**src/rtl/mod6_load_counter_if.sv**
```systemverilog
// Load/count bus for mod6_load_counter.
// TC exists only when MOD6_TC_EN is defined.
interface mod6_load_counter_if #(
  parameter int WIDTH = 3
);
  logic             LC;
  logic [WIDTH-1:0] I;
  logic [WIDTH-1:0] Q;
`ifdef MOD6_TC_EN
  logic             TC;
`endif

  modport master (
    output LC,
    output I,
`ifdef MOD6_TC_EN
    input  TC,
`endif
    input  Q
  );

  modport slave (
    input  LC,
    input  I,
`ifdef MOD6_TC_EN
    output TC,
`endif
    output Q
  );
endinterface

```
**src/rtl/mod6_load_counter.sv**
```systemverilog
// Loadable modulo-MODULUS up-counter, async active-low clear.
// Optional terminal-count output TC under macro MOD6_TC_EN.
module mod6_load_counter #(
  parameter int MODULUS = 6,
  parameter int WIDTH   = 3
) (
  input logic CLK,
  input logic CLR,
  mod6_load_counter_if.slave bus
);
  localparam logic [WIDTH:0]   MODW = (WIDTH+1)'(MODULUS);
  localparam logic [WIDTH-1:0] LAST = WIDTH'(MODULUS - 1);

  logic [WIDTH-1:0] q;
  logic [WIDTH-1:0] q_nxt;
  logic             ld_ok;

  // a load value at or above MODULUS is never accepted as a state
  always_comb begin
    ld_ok = ({1'b0, bus.I} < MODW);
  end

  // next count: load has priority; bad loads and wrap go to 0
  always_comb begin
    q_nxt = '0;
    unique case (1'b1)
      bus.LC: begin
        if (ld_ok) q_nxt = bus.I;
      end
      !bus.LC: begin
        if (q != LAST) q_nxt = q + WIDTH'(1);
      end
    endcase
  end

  // count register; clear acts immediately, independent of CLK
  always_ff @(posedge CLK or negedge CLR) begin
    if (!CLR) q <= '0;
    else      q <= q_nxt;
  end

  assign bus.Q = q;

`ifdef MOD6_TC_EN
  assign bus.TC = CLR && !bus.LC && (q == LAST);
`endif
endmodule

```
**src/flat_wrapper.sv**
```systemverilog
// flat-port wrapper written by rule: the top's interface ports become plain ports
module mod6_load_counter_flat 
#(
  parameter int MODULUS = 6,
  parameter int WIDTH   = 3
)
  (CLK, CLR, bus_LC, bus_I, bus_Q);
  mod6_load_counter_if #(.WIDTH(WIDTH)) bus_i ();
  input logic CLK;
  input logic CLR;
  input wire logic [$bits(bus_i.LC)-1:0] bus_LC;
  input wire logic [$bits(bus_i.I)-1:0] bus_I;
  output wire logic [$bits(bus_i.Q)-1:0] bus_Q;
  assign bus_i.LC = bus_LC;
  assign bus_i.I = bus_I;
  assign bus_Q = bus_i.Q;
  mod6_load_counter #(.MODULUS(MODULUS), .WIDTH(WIDTH)) u_core (.CLK(CLK), .CLR(CLR), .bus(bus_i));
endmodule
```
**config.mk**
```make
export PLATFORM = sky130hd
export DESIGN_NAME = mod6_load_counter_flat
export DESIGN_NICKNAME = d
export VERILOG_FILES = /design/src/rtl/mod6_load_counter_if.sv /design/src/rtl/mod6_load_counter.sv /design/src/flat_wrapper.sv
export SDC_FILE = /design/constraint.sdc
export NUM_CORES = 1
export LEC_CHECK = 0
export ABC_AREA = 1
export CELL_PAD_IN_SITES_DETAIL_PLACEMENT = 2
export CELL_PAD_IN_SITES_GLOBAL_PLACEMENT = 2
export CORE_AREA = 2 2 39 41
export DETAILED_ROUTE_END_ITERATION = 8
export DIE_AREA = 0 0 41 43
export PLACE_DENSITY = 0.67
export REMOVE_ABC_BUFFERS = 1
export SKIP_CTS_REPAIR_TIMING = 1
export SLEW_MARGIN = 20
export SYNTH_ARGS = -nofsm -noshare
export SYNTH_HDL_FRONTEND = slang
export SYNTH_SLANG_ARGS = --single-unit
```
**constraint.sdc**
```tcl
create_clock -name CLK -period 0.8 [get_ports CLK]
set_input_delay 0.2 -clock CLK [delete_from_list [all_inputs] [get_ports CLK]]
set_output_delay 0.2 -clock CLK [all_outputs]
set_load 0.02 [all_outputs]
```
==> results.json, run 1 <==
{
  "outcome": "finished with violations",
  "failed_checks": "setup timing",
  "fin_util": 0.232,
  "synthesis.area_um2": 148,
  "ys.warnings.count": 0,
  "row_cnt": 14,
  "num-fill-cells": 175,
  "clock_tree.buffer_depth": 2,
  "critical_path.cell_chain": "buf_6",
  "max_cap_viol_count": 0,
  "timing.max_slew.rel_slack": 0.861,
  "vdd_drop_max_mv": 0.400,
  "crit_type": "flip-flop to output port",
  "antenna_found_initial": 0,
  "final_antenna_net_count": 0,
  "ff2ff_path_depth": 5,
  "timing.final.ws_setup_ns": -0.161,
  "synthDominantCellAreaShare": 0.508,
  "synth_enable_flop_cells": 0,
  "dpl_cell_area_um2": 270,
  "worst-path-buf-inv": 1,
  "achievable-frequency_mhz": 1040,
  "cts.htree.levels": 1,
  "period_share": 1.20,
  "netlist_top_cells_area": "sky130_fd_sc_hd__dfrtp_1 (51%), sky130_fd_sc_hd__nand2_1 (20%), sky130_fd_sc_hd__inv_1 (7.6%)",
  "postSynthAreaPerCell_um2": 7.03,
  "cp.required_ns": 0.60,
  "grt_max_degree": 6,
  "cts.sinks": 3,
  "synth_cells": 21,
  "drt-total-wl_um": 533,
  "synthMostInstantiatedCell": "sky130_fd_sc_hd__nand2_1",
  "tightestPinTransition_ns": 0.209,
  "synth.mux.area_fraction": 0,
  "r2r_slack_ns": -0.12,
  "cts_inserted_buffers": 3,
  "hold_path.class": "input pin to asynchronous set/reset pin",
  "die_height_um": 43,
  "route.detailed.drc": 0,
  "r2r_end": "u_core.bus.Q[1]",
  "number_of_global_route_vias_before_repair": 215,
  "critical_path_arrival_ns": 0.76,
  "depth_of_the_critical_timing_path_with_buffers_and_inverters_included": 1,
  "timing_hold_violations_final": 0,
  "fin_nets": 43,
  "grt_first_pass_wirelength_um": 800,
  "tritoncts": "done",
  "synth-compound-area-share": 0.0678,
  "worst_path_max_delay_cell": "sky130_fd_sc_hd__dfrtp_1",
  "grtUsageTotal": 0.0763,
  "main_combinational_cell_family_by_area_after_synthesis": "simple AND/OR/NAND/NOR gates",
  "clk_transition_reported_paths_ns": 0.04,
  "vias_per_cell": 3.58,
  "portBuffers": 8,
  "vias": 186,
  "ys_dominant_reg_cell": "sky130_fd_sc_hd__dfrtp_1",
  "grt_setup_unrepaired": "yes",
  "synth_simple_gate_area_share": 0.347,
  "synthAdderAreaFrac": 0,
  "start_util": 0.107,
  "flow.area_growth_from_synthesis_pct": 118,
  "synth-async-reset-ratio": 1.00,
  "number_of_library_cell_types_mapped_by_synthesis": 7,
  "core_region_area_um2": 1380,
  "largest_reg_flops": 3,
  "power.density_cell_area_nw_per_um2": 2020,
  "clock_tree.root_cell": "sky130_fd_sc_hd__clkbuf_4",
  "gp_routability_congestion": 0.617,
  "worst_r2r_startpoint": "u_core.bus.Q[0]",
  "grt_overflow_total": 0,
  "io-pin-count": 9,
  "post_route_cells_drive_above_1_share": 0.389,
  "antenna-diode-count": 0,
  "ys_seq_elements": 3,
  "seq_area_frac_synth": 0.508,
  "critical-path-top-delay-family": "flip-flops",
  "detail_route.iter0.violations": 0,
  "dp_hpwl_um": 394,
  "die_w_um": 41,
  "final_skew_ns": 0.00109,
  "synth_largest_area_cell": "sky130_fd_sc_hd__dfrtp_1",
  "worst-path-max-fanout": 2,
  "min_period_ns": 0.961,
  "first_pass_detailed_route_iteration_total": 1,
  "slew_violations": 0,
  "finalSetupViolCount": 5,
  "crit_path_end_kind": "output port",
  "dieArea_um2": 1760,
  "drt-wirelength-per-cell_um": 10.3,
  "preCtsSetupSlack_ns": -0.337,
  "p_leak_nw": 0.182,
  "clk-insertion-delay-late_ns": 0.23,
  "timing.critical_path.slowest_cell_delay_ns": 0.39,
  "worst_setup_path_start_kind": "flip-flop",
  "synth_xor_xnor_area_share": 0,
  "synth_commonest_cells": "sky130_fd_sc_hd__nand2_1 (8), sky130_fd_sc_hd__dfrtp_1 (3), sky130_fd_sc_hd__inv_1 (3), sky130_fd_sc_hd__nor2_1 (3), sky130_fd_sc_hd__nand3_1 (2)",
  "total_non_filler_cell_area_in_the_finished_layout_um2": 322
}
[cells in the final DEF (no fill, tap or decap), drive strengths merged]
cell,instances
dfrtp,3
clkbuf,4
clkdlybuf4s50,3
buf,6
nand2,8
nor2,3
inv,3
dlymetal6s2s,2
a21oi,1
nand3,2
o21ai,1
[metrics by stage]
stage	instances	power, mW	hold WS, ns	TNS (ns)
2_1_floorplan	21	0.248	-0.0956	-0.0678
3_3_place_gp	48	0.349	0.393	-1.68
3_5_place_dp	48	0.359	0.395	-1.81
4_1_cts	52	0.633	0.149	-2.05
5_1_grt	52	0.702	0.153	-0.903
6_report	52	0.650	0.152	-0.669
[worst max path at each step]
stage                          startpoint               to  slack, ns
final                     u_core.bus.Q[0]         bus_Q[0]      -0.16
after global routing      u_core.bus.Q[0]  u_core.bus.Q[1]      -0.20
after CTS                 u_core.bus.Q[2]         bus_Q[2]      -0.59
after detailed placement  u_core.bus.Q[2]         bus_Q[2]      -0.34
after global placement    u_core.bus.Q[2]         bus_Q[2]      -0.33
after floorplan           u_core.bus.Q[0]  u_core.bus.Q[1]      -0.05
[power breakdown]
| part | switching [mW] | internal, mW | total (mW) |
|---|---|---|---|
| registers | 0.0128 | 0.171 | 0.184 |
| logic | 0.0999 | 0.101 | 0.201 |
| clock network | 0.0781 | 0.187 | 0.265 |
| total | 0.191 | 0.460 | 0.650 |
[kinds of logic after synthesis]
kind of cell / after synthesis
compound gates: 2
buf+inv: 3
flops: 3
simple gates: 13
[area by class of cell]
| type | count | area (µm²) | share of cell area |
|---|---|---|---|
| Clock buffer | 4 | 26.3 | 0.0817 |
| Timing Repair Buffer | 11 | 111 | 0.346 |
| Multi-Input combinational cell | 15 | 77.6 | 0.241 |
| Sequential cell | 3 | 75.1 | 0.233 |
| Inverter | 3 | 11.3 | 0.0350 |
| Tap cell | 16 | 20.0 | 0.0623 |
[per-layer routing]
layer	up-vias	wire length, µm	global-route usage
li1	93	-	-
met1	83	175	0.0579
met2	10	320	0.125
met3	0	37	0.0157
met4	0	0	0.100
met5	-	0	0
Note: power is estimated with default switching activity, not from simulation.
==> run 2, diff against run 1 <==
Settings changed: CAP_MARGIN set to 5.
==> results of run 2 <==
Final layout, timing and power as in run 1 (identical DEF).
==> run 3, diff against run 2 <==
Settings changed: CTS_CLUSTER_DIAMETER set to 100, GPL_TIMING_DRIVEN set to 0, SLEW_MARGIN 20 to 15.
==> results.json, run 3 (same netlist as run 1, synthesis figures left out) <==
{
  "dieArea_um2": 1760,
  "cts_inserted_buffers": 3,
  "num-fill-cells": 159,
  "failed_checks": "setup timing",
  "tritoncts": "done",
  "groute.layer.met2.usage": 0.0875,
  "grt_overflow_total": 0,
  "pwr_total_uw": 647,
  "first_pass_detailed_route_iteration_total": 2,
  "final_skew_ns": 0.00407,
  "commonest_cells_after_routing_fill_and_taps_aside": "sky130_fd_sc_hd__nand2_1 (7), sky130_fd_sc_hd__buf_4 (4)",
  "tightestPinTransition_ns": 0.225,
  "timing.max_slew.rel_slack": 0.850,
  "gp_routability_congestion": 0.661,
  "final-instance-count-excl-fill": 53,
  "route.detailed.drc": 0,
  "post_route_cells_drive_above_1_share": 0.324,
  "gr-max-usage-layer": "met4",
  "hold-worst-slack_ns": 0.142,
  "globalRouteMet1Util": 0.0611,
  "crit_type": "flip-flop to output port",
  "cts.htree.levels": 1,
  "antenna-diode-count": 0,
  "outcome": "finished with violations",
  "power.density_cell_area_nw_per_um2": 2030,
  "io-pin-count": 9,
  "clk-insertion-delay-late_ns": 0.24,
  "p_leak_nw": 0.182,
  "cts.sinks": 3,
  "hold_path.class": "input pin to asynchronous set/reset pin",
  "vias_per_cell": 3.68,
  "depth_of_the_critical_timing_path_with_buffers_and_inverters_included": 1,
  "grtUsageTotal": 0.0683,
  "dpl_cell_area_um2": 248,
  "grt_first_pass_wirelength_um": 690,
  "core_region_area_um2": 1380,
  "clock_tree.buffer_depth": 2,
  "ff2ff_path_depth": 6,
  "layout_commonest_cell": "sky130_fd_sc_hd__nand2_1",
  "slew_violations": 0,
  "clock_tree.root_cell": "sky130_fd_sc_hd__clkbuf_4",
  "clk_transition_reported_paths_ns": 0.04,
  "period_share": 1.23,
  "worst_path_max_delay_cell": "sky130_fd_sc_hd__dfrtp_1",
  "crit_path_end_kind": "output port",
  "worst_setup_path_start_kind": "flip-flop",
  "max_cap_viol_count": 0,
  "number_of_global_route_vias_before_repair": 174,
  "critical_path_arrival_ns": 0.79,
  "flow.area_growth_from_synthesis_pct": 116,
  "drt-total-wl_um": 508,
  "drt-wirelength-per-cell_um": 9.58,
  "timing_hold_violations_final": 0,
  "die_w_um": 41,
  "start_util": 0.107,
  "critical-path-top-delay-family": "flip-flops",
  "critical_path.cell_chain": "buf_6",
  "dp_cell_count": 45,
  "detail_route.iter0.violations": 1,
  "die_height_um": 43,
  "timing.final.ws_setup_ns": -0.186,
  "grt_util_met3": 0.0314,
  "finalSetupViolCount": 5,
  "grt_max_degree": 6,
  "fin_nets": 44,
  "row_cnt": 14,
  "worst_r2r_startpoint": "u_core.bus.Q[0]",
  "vdd_drop_max_mv": 0.481,
  "timing.critical_path.slowest_cell_delay_ns": 0.41,
  "achievable-frequency_mhz": 1010,
  "total_non_filler_cell_area_in_the_finished_layout_um2": 319,
  "grt_setup_unrepaired": "yes",
  "r2r_slack_ns": -0.11,
  "min_period_ns": 0.986,
  "worst-path-max-fanout": 4,
  "portBuffers": 8,
  "largest_reg_flops": 3,
  "antenna_found_initial": 0,
  "cp.required_ns": 0.60,
  "vias": 195,
  "r2r_end": "u_core.bus.Q[1]",
  "final_antenna_net_count": 0,
  "worst-path-buf-inv": 1,
  "fin_util": 0.231
}
-- run 3: cell types whose count changed in the layout (fill, tap and decap cells not counted) --
cell and change:
sky130_fd_sc_hd__buf_4 +1, sky130_fd_sc_hd__nor2_2 -2, sky130_fd_sc_hd__nor2_1 +2, sky130_fd_sc_hd__inv_2 -1
sky130_fd_sc_hd__nand2_2 +1, sky130_fd_sc_hd__inv_1 +1, sky130_fd_sc_hd__nand2_4 -1
-- run 3: area by class of cell --
class	count	area (µm²)	share of cell area
well taps	16	20.0	0.0627
inverters	3	11.3	0.0353
flip-flops and latches	3	75.1	0.235
repair buffers	12	119	0.373
clock buffers	4	26.3	0.0824
multi-input cells	15	67.6	0.212
-- run 3: worst max path at each step --
stage	from	endpoint	slack, ns
3_5_place_dp	u_core.bus.Q[0]	bus_Q[0]	-0.44
6_report	u_core.bus.Q[0]	bus_Q[0]	-0.19
5_1_grt	u_core.bus.Q[0]	bus_Q[0]	-0.21
2_1_floorplan	u_core.bus.Q[0]	u_core.bus.Q[1]	-0.05
4_1_cts	u_core.bus.Q[0]	bus_Q[0]	-0.69
3_3_place_gp	u_core.bus.Q[0]	bus_Q[0]	-0.41
-- run 3: routing by layer --
layer,share of wire,routed length [µm]
met4,0.041,21
met2,0.52,263
met5,0,0
met1,0.35,176
met3,0.093,47
-- run 3: where the power goes --
part           internal (mW)  switching (mW)
clock                  0.187          0.0829
sequential             0.171          0.0190
combinational          0.102          0.0845
total                  0.461           0.186
-- run 3: metrics by stage --
stage                     setup TNS, ns  setup WS [ns]
after CTS                         -2.03         -0.694
final                            -0.726         -0.186
after global routing             -0.933         -0.213
after detailed placement          -2.00         -0.437
after global placement            -1.87         -0.413
after floorplan                 -0.0678        -0.0546
